[src/rtl/uart_tx_arbiter.sv]
`default_nettype none
// ============================================================================
// Module      : uart_tx_arbiter
// Description : Round-robin arbiter that lets four requesters share one UART
//               transmitter, tracking launch, busy and done with a timeout.
// Revision    : 1.0 - initial release
// ============================================================================
module uart_tx_arbiter #(
    parameter int TX_PULSE     = 2,
    parameter int BUSY_TIMEOUT = 16
) (
    input  logic       clk,
    input  logic       reset,
    input  logic [3:0] req,
    input  logic [7:0] data_0,
    input  logic [7:0] data_1,
    input  logic [7:0] data_2,
    input  logic [7:0] data_3,
    input  logic       tx_busy,
    output logic       tx_transmit,
    output logic [7:0] tx_data,
    output logic [3:0] grant,
    output logic [1:0] owner,
    output logic       active,
    output logic       done,
    output logic       error
);

    localparam logic [3:0] c_pulse_len = 4'(TX_PULSE);
    localparam logic [7:0] c_to_last   = 8'(BUSY_TIMEOUT - 1);

    typedef enum logic [1:0] {
        IDLE      = 2'd0,
        LAUNCH    = 2'd1,
        WAIT_BUSY = 2'd2,
        WAIT_DONE = 2'd3
    } state_t;

    state_t     r_state,       w_state_nxt;
    logic [3:0] r_pulse_cnt,   w_pulse_cnt_nxt;
    logic [7:0] r_to_cnt,      w_to_cnt_nxt;
    logic [1:0] r_last,        w_last_nxt;
    logic       r_busy_seen,   w_busy_seen_nxt;
    logic       r_tx_transmit, w_tx_transmit_nxt;
    logic [7:0] r_tx_data,     w_tx_data_nxt;
    logic [3:0] r_grant,       w_grant_nxt;
    logic [1:0] r_owner,       w_owner_nxt;
    logic       r_active,      w_active_nxt;
    logic       r_done,        w_done_nxt;
    logic       r_error,       w_error_nxt;

    logic       w_found;
    logic [1:0] w_sel;
    logic [1:0] w_idx;
    logic [7:0] w_sel_data;

    // Scan offsets from farthest to nearest so the nearest requester after
    // the last grant wins; offset 4 wraps to the last-granted index itself.
    always_comb begin
        w_found = 1'b0;
        w_sel   = r_last;
        w_idx   = r_last;
        for (int o = 4; o >= 1; o--) begin
            w_idx = r_last + 2'(o);
            if (req[w_idx]) begin
                w_found = 1'b1;
                w_sel   = w_idx;
            end
        end
    end

    always_comb begin
        case (w_sel)
            2'd0:    w_sel_data = data_0;
            2'd1:    w_sel_data = data_1;
            2'd2:    w_sel_data = data_2;
            default: w_sel_data = data_3;
        endcase
    end

    always_comb begin
        w_state_nxt       = r_state;
        w_pulse_cnt_nxt   = r_pulse_cnt;
        w_to_cnt_nxt      = r_to_cnt;
        w_last_nxt        = r_last;
        w_busy_seen_nxt   = r_busy_seen;
        w_tx_transmit_nxt = r_tx_transmit;
        w_tx_data_nxt     = r_tx_data;
        w_owner_nxt       = r_owner;
        w_active_nxt      = r_active;
        w_grant_nxt       = 4'b0000;
        w_done_nxt        = 1'b0;
        w_error_nxt       = 1'b0;

        case (r_state)
            IDLE: begin
                w_busy_seen_nxt = 1'b0;
                if (w_found && !tx_busy) begin
                    w_state_nxt       = LAUNCH;
                    w_tx_data_nxt     = w_sel_data;
                    w_owner_nxt       = w_sel;
                    w_grant_nxt       = 4'b0001 << w_sel;
                    w_last_nxt        = w_sel;
                    w_tx_transmit_nxt = 1'b1;
                    w_active_nxt      = 1'b1;
                    w_pulse_cnt_nxt   = 4'd1;
                end
            end
            LAUNCH: begin
                // A busy that rises while the strobe is still high counts.
                if (tx_busy) begin
                    w_busy_seen_nxt = 1'b1;
                end
                if (r_pulse_cnt >= c_pulse_len) begin
                    w_tx_transmit_nxt = 1'b0;
                    w_to_cnt_nxt      = 8'd0;
                    w_state_nxt       = WAIT_BUSY;
                end else begin
                    w_pulse_cnt_nxt = r_pulse_cnt + 4'd1;
                end
            end
            WAIT_BUSY: begin
                if (tx_busy || r_busy_seen) begin
                    w_state_nxt = WAIT_DONE;
                end else if (r_to_cnt >= c_to_last) begin
                    w_error_nxt  = 1'b1;
                    w_active_nxt = 1'b0;
                    w_state_nxt  = IDLE;
                end else if (r_to_cnt != 8'hFF) begin
                    w_to_cnt_nxt = r_to_cnt + 8'd1;
                end
            end
            default: begin
                if (!tx_busy) begin
                    w_done_nxt   = 1'b1;
                    w_active_nxt = 1'b0;
                    w_state_nxt  = IDLE;
                end
            end
        endcase
    end

    // Pointer resets to 3 so requester 0 is searched first.
    always_ff @(posedge clk) begin
        if (!reset) begin
            r_state       <= IDLE;
            r_pulse_cnt   <= 4'd0;
            r_to_cnt      <= 8'd0;
            r_last        <= 2'd3;
            r_busy_seen   <= 1'b0;
            r_tx_transmit <= 1'b0;
            r_tx_data     <= 8'h00;
            r_grant       <= 4'b0000;
            r_owner       <= 2'd0;
            r_active      <= 1'b0;
            r_done        <= 1'b0;
            r_error       <= 1'b0;
        end else begin
            r_state       <= w_state_nxt;
            r_pulse_cnt   <= w_pulse_cnt_nxt;
            r_to_cnt      <= w_to_cnt_nxt;
            r_last        <= w_last_nxt;
            r_busy_seen   <= w_busy_seen_nxt;
            r_tx_transmit <= w_tx_transmit_nxt;
            r_tx_data     <= w_tx_data_nxt;
            r_grant       <= w_grant_nxt;
            r_owner       <= w_owner_nxt;
            r_active      <= w_active_nxt;
            r_done        <= w_done_nxt;
            r_error       <= w_error_nxt;
        end
    end

    assign tx_transmit = r_tx_transmit;
    assign tx_data     = r_tx_data;
    assign grant       = r_grant;
    assign owner       = r_owner;
    assign active      = r_active;
    assign done        = r_done;
    assign error       = r_error;

endmodule
`default_nettype wire

[config.mk]
export PLATFORM = sky130hd
export DESIGN_NAME = uart_tx_arbiter
export DESIGN_NICKNAME = d
export VERILOG_FILES = /design/src/rtl/uart_tx_arbiter.sv
export SDC_FILE = /design/constraint.sdc
export NUM_CORES = 1
export LEC_CHECK = 0
export BUFFER_PORTS_ARGS = -buffer_cell sky130_fd_sc_hd__buf_4
export CAP_MARGIN = 20
export CORE_AREA = 2 2 84 54
export DETAILED_ROUTE_END_ITERATION = 10
export DIE_AREA = 0 0 86 56
export PLACE_DENSITY_LB_ADDON = 0.08
export SLEW_MARGIN = 20
export SYNTH_ARGS = -nofsm -noshare
export SYNTH_HDL_FRONTEND = slang
export SYNTH_SLANG_ARGS = --single-unit
[constraint.sdc]
create_clock -name clk -period 3.4 [get_ports clk]
set_input_delay 0.34 -clock clk [delete_from_list [all_inputs] [get_ports clk]]
set_output_delay 0.34 -clock clk [all_outputs]
set_load 0.02 [all_outputs]
# --- Word level (Yosys, flattened, before mapping) ---
# Index checks and enable logic that the tools add are counted.
# Widths: inputs -> output; s select.
op_classes:
  n_addsub: 5
  n_lt_le_gt_ge: 6
  n_eq_ne: 16
  n_shift: 1
  muxes: 41
  n_bitwise: 3
  n_reduce_logical: 17
ops:
  columns: ["operator", "n"]
  rows:
  - ["$mux 8", 4]
  - ["$pmux 8 s3", 1]
  - ["$mux 1", 16]
  - ["$mux 2", 8]
  - ["$ne 2x2->1 const B", 8]
  - ["$pmux 8 s2", 1]
  - ["$lt 2x3->1 const B", 4]
  - ["$reduce_and 5->1", 2]
  - ["$reduce_and 3->1", 3]
  - ["$add 8x1->8 const B", 1]
  - ["$bmux 1 s2", 4]
  - ["$ge 8x4->1 const B", 1]
  - ["$mux 4", 2]
  - ["$ne 8x8->1 const B", 1]
  - ["$pmux 4 s2", 1]
  - ["$pmux 2 s3", 1]
  - ["$add 2x2->2 const B", 2]
  - ["$add 4x1->4 const B", 1]
  - ["$eq 2x1->1 const B", 2]
  - ["$eq 2x2->1 const B", 2]
  - ["$ge 4x2->1 const B", 1]
  - ["$logic_not 2->1", 2]
  - ["$ne 4x1->1 const B", 1]
  - ["$pmux 1 s2", 2]
  - ["14 further kinds", 18]
totals:
  ff_bits: 35
  input_bits: 39
  output_inout_bits: 18
  word_cells: 101

# --- Longest topological paths before layout ---
# Gate-level depths: netlist (run 1).
logic_depth:
  ltp_word: 9
  mapped_depth: 6
  ltp_nobuf: 6

# --- Worst setup path after synthesis (run 1) ---
# OpenSTA, ideal clock, no wires.
synth_path:
  kind: "register -> register"
  from: "register r_pulse_cnt[0]"
  to: "register r_pulse_cnt[0]"
  setup_ns: 0.086
  t_arrival_ns: 1.553
  required_time_ns: 3.314
  path_slack_ns: 1.761
  stages_incl_launch_ff: 7
  path_buffers: 0
  period_less_slack_ns: 1.639
  cell_sequence: "dfxtp_1 -> inv_1 -> ha_1 -> or4_4 -> nor3b_4 -> nor3_1 -> a211oi_1"
synth_between:
  elab_chain_len: 3
  word_cells_on_any_way: 6
  cone_classes: "add/sub (1); order compare (1); eq/ne (1); mux (2); reduce/logical (1)"
synth_rtl:
  columns: ["element", "line", "source"]
  rows:
  - ["start, declared", "40", "logic [3:0] r_pulse_cnt, w_pulse_cnt_nxt;"]
  - ["start signal, assigned", "160", "r_pulse_cnt <= w_pulse_cnt_nxt;"]
  - ["$add 4x1->4 / $ge 4x2->1 (equally long branches)", "119, 114", null]
  - ["$mux 4 / $ne 2x2->1 (equally long branches)", null, null]
  - ["$pmux 4 s2 / $reduce_and 3->1 (equally long branches)", null, null]
# Parallel ways exist; a longest one is shown, timed or not. The select of a mux whose other input is x is not followed.
# A chain may end at the register's enable or synchronous reset.

# --- Worst setup path in the final report (run 1) ---
layout_path:
  from: "register r_state[1]"
  to: "register r_tx_data[0] (netlist: tx_data[0])"
layout_between:
  elab_chain_len: 2
layout_rtl:
  columns: ["element", "line", "source"]
  rows:
  - ["start, declared", "39", "state_t r_state, w_state_nxt;"]
  - ["start signal, assigned", "159", "r_state <= w_state_nxt;"]
  - ["$logic_not 2->1", "95", "case (r_state)"]
  - ["$reduce_and 2->1 (no line)", null, null]
  - ["end signal, assigned", "165", "r_tx_data <= w_tx_data_nxt;"]
  - ["end, declared", "45", "logic [7:0] r_tx_data, w_tx_data_nxt;"]
# Every way passes these cells.

==> results of run 1 <==
kinds of logic (layout without fill, tap and decap cells):
group | count (synthesis) | after routing
adders and majority gates | 3 | 3
DFF | 35 | 35
buffers and inverters | 19 | 75
xor gates and xnor gates | 3 | 3
AOI/OAI and AO/OA | 49 | 49
and+or+nand+nor | 102 | 102
Yosys cell counts, types with 2 or more instances:
master,count,share of area (%)
a2111oi_0,8,4.0
a21oi_1,5,1.4
nor4b_1,3,1.5
nand2b_1,4,1.4
nand3_1,21,6.0
inv_1,10,2.1
nor3b_1,2,0.86
clkbuf_1,6,1.3
a22o_1,8,4.0
xor2_1,2,1.0
o21a_1,2,0.86
nor2_1,29,6.2
dfxtp_1,35,40
and3_1,9,3.2
and2_1,2,0.72
ha_1,3,2.1
nor3_1,14,4.0
nor2b_1,3,1.1
nand2_1,4,0.86
o21ai_0,17,4.9
critical path, stage by stage (launching register included):
cell,delay (ns)
dfxtp_1,0.46
nor4_4,0.60
nand2_2,0.24
a2111oi_0,0.79
a22o_1,0.22
metal layers:
| layer | vias up | share of wire [%] | track usage [%] |
|---|---|---|---|
| li1 | 883 | - | - |
| met1 | 806 | 56 | 35.7 |
| met2 | 51 | 36 | 24.0 |
| met3 | 5 | 7.6 | 6.38 |
| met4 | 0 | 1.1 | 7.71 |
| met5 | - | 0 | 0 |
stage by stage:
stage	power (uW)	util [%]	cell area (um^2)	std cells	worst slack [ns]
floorplan	703	-	1750	211	1.76
finish	1210	57.9	2310	317	1.04
global placement	834	55.1	2190	309	1.17
detailed placement	832	55.1	2190	309	1.11
global route	1270	57.9	2310	317	0.846
CTS	1220	57.9	2310	317	1.08
how the worst max path moves through the flow:
| stage | start | to | slack (ns) | cells past startpoint |
|---|---|---|---|---|
| after floorplan | r_pulse_cnt[0] | r_pulse_cnt[0] | 1.76 | 6 |
| after global placement | r_state[1] | tx_data[1] | 1.17 | 4 |
| after detailed placement | r_state[1] | tx_data[6] | 1.11 | 4 |
| after CTS | r_state[1] | tx_data[6] | 1.08 | 4 |
| after global routing | r_state[1] | tx_data[0] | 0.85 | 4 |
| final | r_state[1] | tx_data[0] | 1.04 | 4 |
flip-flops by register name, summed over array words and instances, names as in the netlist, 2 cells and up:
| register | cells |
|---|---|
| owner | 2 |
| r_last | 2 |
| tx_data | 8 |
| r_state | 2 |
| grant | 4 |
| r_to_cnt | 8 |
| r_pulse_cnt | 4 |
report_power, final:
group          internal, uW  leakage, uW  total (uW)  switching (uW)
Combinational           145     0.000673         329             184
Sequential              452     0.000286         500            48.4
Clock                   218    0.0000581         386             167
Total                   815      0.00102        1210             400
area by class of cell:
class	instances	area share (%)
clock buffer	5	2.98
clock inverter	3	1.90
inverter	11	1.79
multi-input combinational	157	42.1
sequential	35	30.4
tap	50	2.71
timing repair buffer	56	18.2
==> run_results.csv, run 1 <==
group,metric,value,unit
sta,finalHoldViolCount,0,
power,power_density,526,nW/um^2
floorplanning,row_count,18,
synthesis,synth_fa_ha_area_share,2.15,%
floorplanning,design.core.area,3990,um^2
sta,slew_headroom,36.0,%
power,power_leakage,0.00102,uW
clocking,cts-root-buf,"clkbuf_8",
worst_setup_path,critical_path_class,"reg2reg",
floorplanning,die_area,4820,um^2
synthesis,synth_mux_area_share,0,%
floorplanning,die_w,86,um
worst_setup_path,end_kind,"flop",
synthesis,ys_ff_latch,35,
synthesis,syn_nets,253,
power,vdd_drop_max,0.297,mV
final_layout,regArea,701,um^2
final_layout,n_antenna_cell,0,
sta,tightest_slew,0.936,ns
synthesis,netlist_area,1750,um^2
final_layout,layout_commonest_cell,"buf_4",
sta,fmax,424,MHz
global_routing,grt_max_degree,16,
clocking,cts.clk_slew.worst_paths,0.07,ns
worst_setup_path,cp-start-kind,"flop",
final_layout,multi_input_area,971,um^2
min_path,min_path_type,"in2reg",
placed_design,place_hpwl,3620,um
worst_setup_path,reg2reg_depth,4,
route,routed_wl,4930,um
worst_setup_path,crit_arrival,2.59,ns
sta,finalCriticalPeriod,2.36,ns
clocking,ctsResizeCount,0,
clocking,clock_path_buffers,2,
clocking,ctsHtreeMaxLevel,2,
min_path,min_to,"r_last[1]",
final_layout,nets,308,
global_routing,grt_antenna_before_repair,0,
final_layout,layout_common_cells,"buf_4 (56), dfxtp_1 (35), nor2_1 (29)",
final_layout,fillers,374,
synthesis,synth_edf_count,0,
route,drc,0,
route,ant_nets,0,
worst_setup_path,cp_max_fo,13,
route,drtIter0Drc,156,
route,vias_per_cell,5.50,
floorplanning,start_util,43.8,%
sta,skew,0.00785,ns
synthesis,synthSimpleGateAreaFrac,32.4,%
worst_setup_path,rrSetupSlack,1.04,ns
global_routing,grt_use_total,21.4,%
clocking,clock_latency,0.30,ns
synthesis,async_flop_share,0,%
route,drt-wirelength-per-cell,15.6,um
sta,post-route-period-util,69.3,%
synthesis,yosysSeqAreaShare,40.1,%
sta,setup_viol,0,
sta,whs,0.324,ns
placed_design,port_buffers,56,
synthesis,yosysWarnings,0,
worst_setup_path,r2r-end,"tx_data[0]",
global_routing,grt_first_pass_wirelength,7990,um
global_routing,grt_pass1_vias,1599,
placed_design,gp_congestion,0.846,
run_status,status,"completed",
clocking,cts.sinks,35,
floorplanning,die_y,56,um
synthesis,synth_top_family_by_area,"simple AND/OR/NAND/NOR gates",
min_path,whs_path_depth,2,
clocking,hold_buffers,0,
route,dr_total_vias,1745,
clocking,cts_tree,"yes",
synthesis,synthDistinctLibCells,44,
synthesis,synth_xor_area_share,1.50,%
synthesis,avgSynthCellArea,8.28,um^2
global_routing,overflow,0,
route,drt-pass1-iter-count,4,
floorplanning,pin_count,57,
final_layout,synthToLayoutAreaGrowth,32.2,%
clocking,cts_made_buffers,5,
synthesis,syn-instance-count,211,
run,maxCapViolations,0,
final_layout,drive_above_1_share,27.0,%
min_path,worstHoldStart,"reset",
clocking,post_cts_buffers,0,
sta,tns,0,ns
worst_setup_path,required,3.64,ns
synthesis,synth-main-ff-cell,"dfxtp_1",
sta,rsz0062_at_grt,"no",
synthesis,synth_compound_area_share,19.4,%
worst_setup_path,r2r-start,"r_state[1]",
sta,maxSlewViolCount,0,
No activity file was read; power rests on OpenSTA's default activity.
==> inputs of run 2 (changes only) <==
Clock period 3.4 ns to 2 ns, I/O delays scaled along.
==> run 2 against run 1 <==
Critical path type unchanged. Register-to-register slack got worse by 0.91 ns. Critical endpoint is now tx_data[7]. Die area did not move. Sequential power is 67% higher. Clock power rose by 30%. Sequential cell count stayed put. Maximum frequency rose by 27%. Wire length increased by 1.2%. Core utilization rose by 2.3 points. Cell area increased by 4.0%. Worst setup slack got worse by 0.91 ns. Worst hold slack lost 0.14 ns. Clock skew decreased by 0.0018 ns.
==> run_results.csv, run 2 (synthesis gave the netlist of run 1 again) <==
group,metric,value,unit
global_routing,grt_max_degree,16,
placed_design,place_hpwl,3740,um
floorplanning,row_count,18,
worst_setup_path,slowest_stage,"a2111oi_0",
route,drt-wirelength-per-cell,15.1,um
route,drt-pass1-iter-count,4,
power,power_leakage,0.00107,uW
sta,finalCriticalPeriod,1.86,ns
placed_design,pre_cts_slack,-0.147,ns
floorplanning,die_w,86,um
sta,maxSlewViolCount,0,
clocking,ctsHtreeMaxLevel,2,
worst_setup_path,end_kind,"flop",
floorplanning,start_util,43.8,%
worst_setup_path,cp_cell_sequence,"nor2b_1, o21ai_0, o31ai_2, a2111oi_0, a22o_1",
placed_design,gp_congestion,0.867,
min_path,min_path_type,"in2reg",
worst_setup_path,cpPeakStageDelay,0.67,ns
worst_setup_path,cp_max_fo,8,
final_layout,layout_commonest_cell,"buf_4",
floorplanning,die_area,4820,um^2
clocking,cts.clk_slew.worst_paths,0.07,ns
clocking,cts.sinks,35,
global_routing,grt_antenna_before_repair,0,
final_layout,utilization,60.2,%
global_routing,grt_first_pass_wirelength,8230,um
sta,setup_slack,0.138,ns
sta,finalHoldViolCount,0,
worst_setup_path,cp-start-kind,"flop",
clocking,clock_path_buffers,2,
clocking,cts_tree,"yes",
sta,fmax,537,MHz
clocking,clock_latency,0.29,ns
power,power_density,822,nW/um^2
clocking,cts_made_buffers,5,
floorplanning,die_y,56,um
final_layout,synthToLayoutAreaGrowth,37.5,%
sta,slew_headroom,55.9,%
route,vias_per_cell,5.36,
run,maxCapViolations,0,
sta,whs,0.183,ns
route,ant_nets,0,
floorplanning,pin_count,57,
worst_setup_path,critical_path_class,"reg2reg",
route,drc,0,
clocking,cts-root-buf,"clkbuf_8",
route,dr_total_vias,1768,
sta,tightest_slew,0.645,ns
power,p_total,1970,uW
sta,tns,0,ns
route,drtIter0Drc,66,
worst_setup_path,crit_arrival,2.10,ns
sta,post-route-period-util,93.1,%
global_routing,overflow,0,
floorplanning,design.core.area,3990,um^2
sta,rsz0062_at_grt,"no",
global_routing,grt_pass1_vias,1612,
sta,setup_viol,0,
worst_setup_path,required,2.24,ns
placed_design,port_buffers,56,
final_layout,layout_common_cells,"buf_4 (69), dfxtp_1 (35), nor2_1 (29)",
final_layout,nets,321,
route,routed_wl,4990,um
final_layout,drive_above_1_share,30.7,%
sta,skew,0.00604,ns
worst_setup_path,path_buf_inv,0,
worst_setup_path,critPathTopFamily,"compound AO/OA/AOI/OAI gates",
power,vdd_drop_max,0.489,mV
run_status,status,"completed",
final_layout,n_antenna_cell,0,
clocking,hold_buffers,0,
global_routing,grt_use_total,21.9,%
==> run 2: cell count changes in the layout (fill, tap and decap cells not counted), sizes merged <==
cell / change
buf: +13
bufinv: -1
clkinv: -1
clkbuf: +2
==> run 2: repair_timing <==
action                     in CTS  in global routing
setup endpoints to repair       3                  6
gates resized for setup         3                  4
setup buffers                   0                  0
hold endpoints to repair        0                  0
==> run 2: worst register-to-register path: stages, from the launching register on <==
cell and delay (ns):
dfxtp_1 0.41, nor2b_1 0.10, o21ai_0 0.22, o31ai_2 0.20, a2111oi_0 0.67, a22o_1 0.21
==> run 2: final timing paths <==
kind / startpoint / to / slack (ns) / cells after the start
setup / recovery: r_last[0] / tx_data[7] / 0.14 / 5
hold / removal: reset / r_last[0] / 0.18 / 2
hold reg to reg: r_to_cnt[5] / r_to_cnt[5] / 0.48 / 1
setup reg to reg: r_last[0] / tx_data[7] / 0.14 / 5
==> run 2: through the flow <==
| stage | instances | instance area (um^2) |
|---|---|---|
| after floorplan | 211 | 1750 |
| after global placement | 322 | 2290 |
| after detailed placement | 322 | 2290 |
| after CTS | 330 | 2380 |
| after global routing | 330 | 2400 |
| final | 330 | 2400 |
==> run 2: layout make-up <==
| type | count | area, um^2 |
|---|---|---|
| clock buffer | 7 | 76.3 |
| clock inverter | 1 | 5.00 |
| fill | 385 | 1590 |
| inverter | 11 | 41.3 |
| multi-input combinational | 157 | 997 |
| sequential | 35 | 701 |
| tap | 50 | 62.6 |
| timing repair buffer | 69 | 518 |
==> run 2: routing by layer <==
metal	global-route usage (%)	vias up	routed length, um
met1	37.4	797	2830
met2	24.9	53	1750
met4	8.16	0	67
met3	4.45	9	347
met5	0	-	0
li1	-	909	-
==> run 2: report_power, final <==
group          switching [uW]  internal (uW)  total (uW)
logic                     346            292         638
registers                64.6            768         833
clock network             259            244         503
total                     669           1300        1970
==> inputs of run 3 (changes only) <==
Settings changed: ABC_CLOCK_PERIOD_IN_PS set to 2000, PLACE_DENSITY set to 0.72, PLACE_DENSITY_LB_ADDON 0.08 to not set.
==> run 3 against run 2 <==
Worst hold slack improved by 0.013 ns. Wire length decreased by 1.6%. Largest cell class unchanged. Cell count decreased by 0.30%. Non-clock buffer count decreased by 1. Clock-buffer cell count decreased by 1. Sequential share of layout area decreased by 0.091 points. Via count increased by 2.8%. Worst setup slack improved by 0.059 ns. First-iteration DRC count increased to 3.1 times the previous value. Global-route usage decreased by 0.79 points. Largest power group unchanged. Maximum frequency increased by 3.3%.
==> run_results.csv, run 3 (synthesis gave the netlist of run 1 again) <==
group,metric,value,unit
worst_setup_path,end_kind,"flop",
worst_setup_path,path_buf_inv,1,
sta,finalHoldViolCount,0,
final_layout,utilization,60.4,%
final_layout,layout_commonest_cell,"buf_4",
final_layout,postLayoutCellArea,2410,um^2
min_path,min_path_type,"in2reg",
route,ant_nets,0,
placed_design,gp_congestion,0.953,
floorplanning,pin_count,57,
clocking,cts_tree,"yes",
worst_setup_path,cp_cell_sequence,"nor2b_1, o31ai_2, a2111oi_0, buf_4, a22o_1",
power,vdd_drop_max,0.446,mV
floorplanning,start_util,43.8,%
sta,slew_headroom,55.8,%
floorplanning,row_count,18,
worst_setup_path,cp-start-kind,"flop",
final_layout,nets,320,
worst_setup_path,critPathTopFamily,"compound AO/OA/AOI/OAI gates",
worst_setup_path,critical_path_class,"reg2reg",
run_status,status,"completed",
worst_setup_path,slowest_stage,"o31ai_2",
power,power_density,877,nW/um^2
floorplanning,design.core.area,3990,um^2
route,dr_total_vias,1817,
clocking,clock_latency,0.28,ns
clocking,clock_path_buffers,2,
global_routing,overflow,0,
clocking,cts.sinks,35,
run,maxCapViolations,0,
sta,setup_viol,0,
floorplanning,die_area,4820,um^2
final_layout,n_antenna_cell,0,
clocking,ctsHtreeMaxLevel,2,
clocking,post_cts_buffers,0,
global_routing,grt_pass1_vias,1605,
sta,setup_slack,0.198,ns
placed_design,place_hpwl,3710,um
sta,tightest_slew,0.659,ns
floorplanning,die_w,86,um
sta,post-route-period-util,90.1,%
clocking,cts-root-buf,"clkbuf_8",
sta,rsz0062_at_grt,"no",
worst_setup_path,required,2.18,ns
global_routing,grt_max_degree,16,
global_routing,grt_first_pass_wirelength,8000,um
route,vias_per_cell,5.52,
sta,skew,0.00710,ns
final_layout,layout_common_cells,"buf_4 (68), dfxtp_1 (35), nor2_1 (29)",
sta,fmax,555,MHz
clocking,cts_made_buffers,5,
clocking,hold_buffers,0,
final_layout,synthToLayoutAreaGrowth,37.9,%
sta,whs,0.196,ns
worst_setup_path,crit_arrival,1.99,ns
route,routed_wl,4910,um
power,power_leakage,0.00108,uW
route,drt-pass1-iter-count,4,
route,drtIter0Drc,202,
sta,finalCriticalPeriod,1.80,ns
sta,maxSlewViolCount,0,
route,drc,0,
global_routing,grt_use_total,21.2,%
clocking,cts.clk_slew.worst_paths,0.07,ns
placed_design,pre_cts_slack,-0.0336,ns
final_layout,drive_above_1_share,30.5,%
worst_setup_path,cpPeakStageDelay,0.60,ns
final_layout,fillers,354,
placed_design,port_buffers,56,
global_routing,grt_antenna_before_repair,0,
sta,tns,0,ns
placed_design,placed_cell_area,2280,um^2
route,drt-wirelength-per-cell,14.9,um
floorplanning,die_y,56,um
worst_setup_path,cp_max_fo,8,
run 3: changes by cell type in the layout (fill, tap and decap cells not counted):
cell,before,now
a2111oi_0,5,7
a2111oi_2,2,0
clkbuf_1,2,0
a31oi_2,0,1
a31oi_4,1,0
buf_4,69,68
bufinv_16,0,1
clkbuf_8,5,6
run 3: layer usage:
layer	GRT usage, %	part of all wire, %	vias up
li1	-	-	909
met1	34.4	51	838
met2	26.7	40	65
met3	4.90	7.8	5
met4	5.67	0.79	0
met5	0	0	-
run 3: report_power, final:
part           total, uW  switching (uW)  internal, uW  leakage, uW
logic                620             330           291     0.000734
registers            836            68.1           768     0.000286
clock network        657             254           403    0.0000612
run 3: final timing paths:
kind | to | depth (start not counted) | slack, ns | start
max reg2reg | tx_data[3] | 5 | 0.20 | r_last[0]
min reg2reg | r_to_cnt[5] | 1 | 0.48 | r_to_cnt[5]
min | r_last[1] | 2 | 0.20 | reset
max | tx_data[3] | 5 | 0.20 | r_last[0]
run 3: final cells by class:
class	instances	area (um^2)	area share, %
inverters	11	41.3	1.71
clock buffers	6	82.6	3.43
well taps	50	62.6	2.60
repair buffers	68	510	21.2
clock inverters	2	35.0	1.45
flip-flops and latches	35	701	29.1
multi-input cells	157	976	40.5
run 3: timing repair:
| action | CTS | global route |
|---|---|---|
| endpoints found under the hold margin | 0 | 0 |
| setup endpoints to repair | 3 | 1 |
| resized for setup | 1 | 1 |
| gates cloned | 0 | 0 |
run 3: metrics by stage:
step	instances	total power, uW
after CTS	329	2120
after floorplan	211	1200
after global placement	321	1460
final	329	2110
after detailed placement	321	1460
after global routing	329	2220
run 3: worst register-to-register path: stages (launching register included):
cell	delay, ns
dfxtp_1	0.41
nor2b_1	0.13
o31ai_2	0.60
a2111oi_0	0.23
buf_4	0.18
a22o_1	0.16
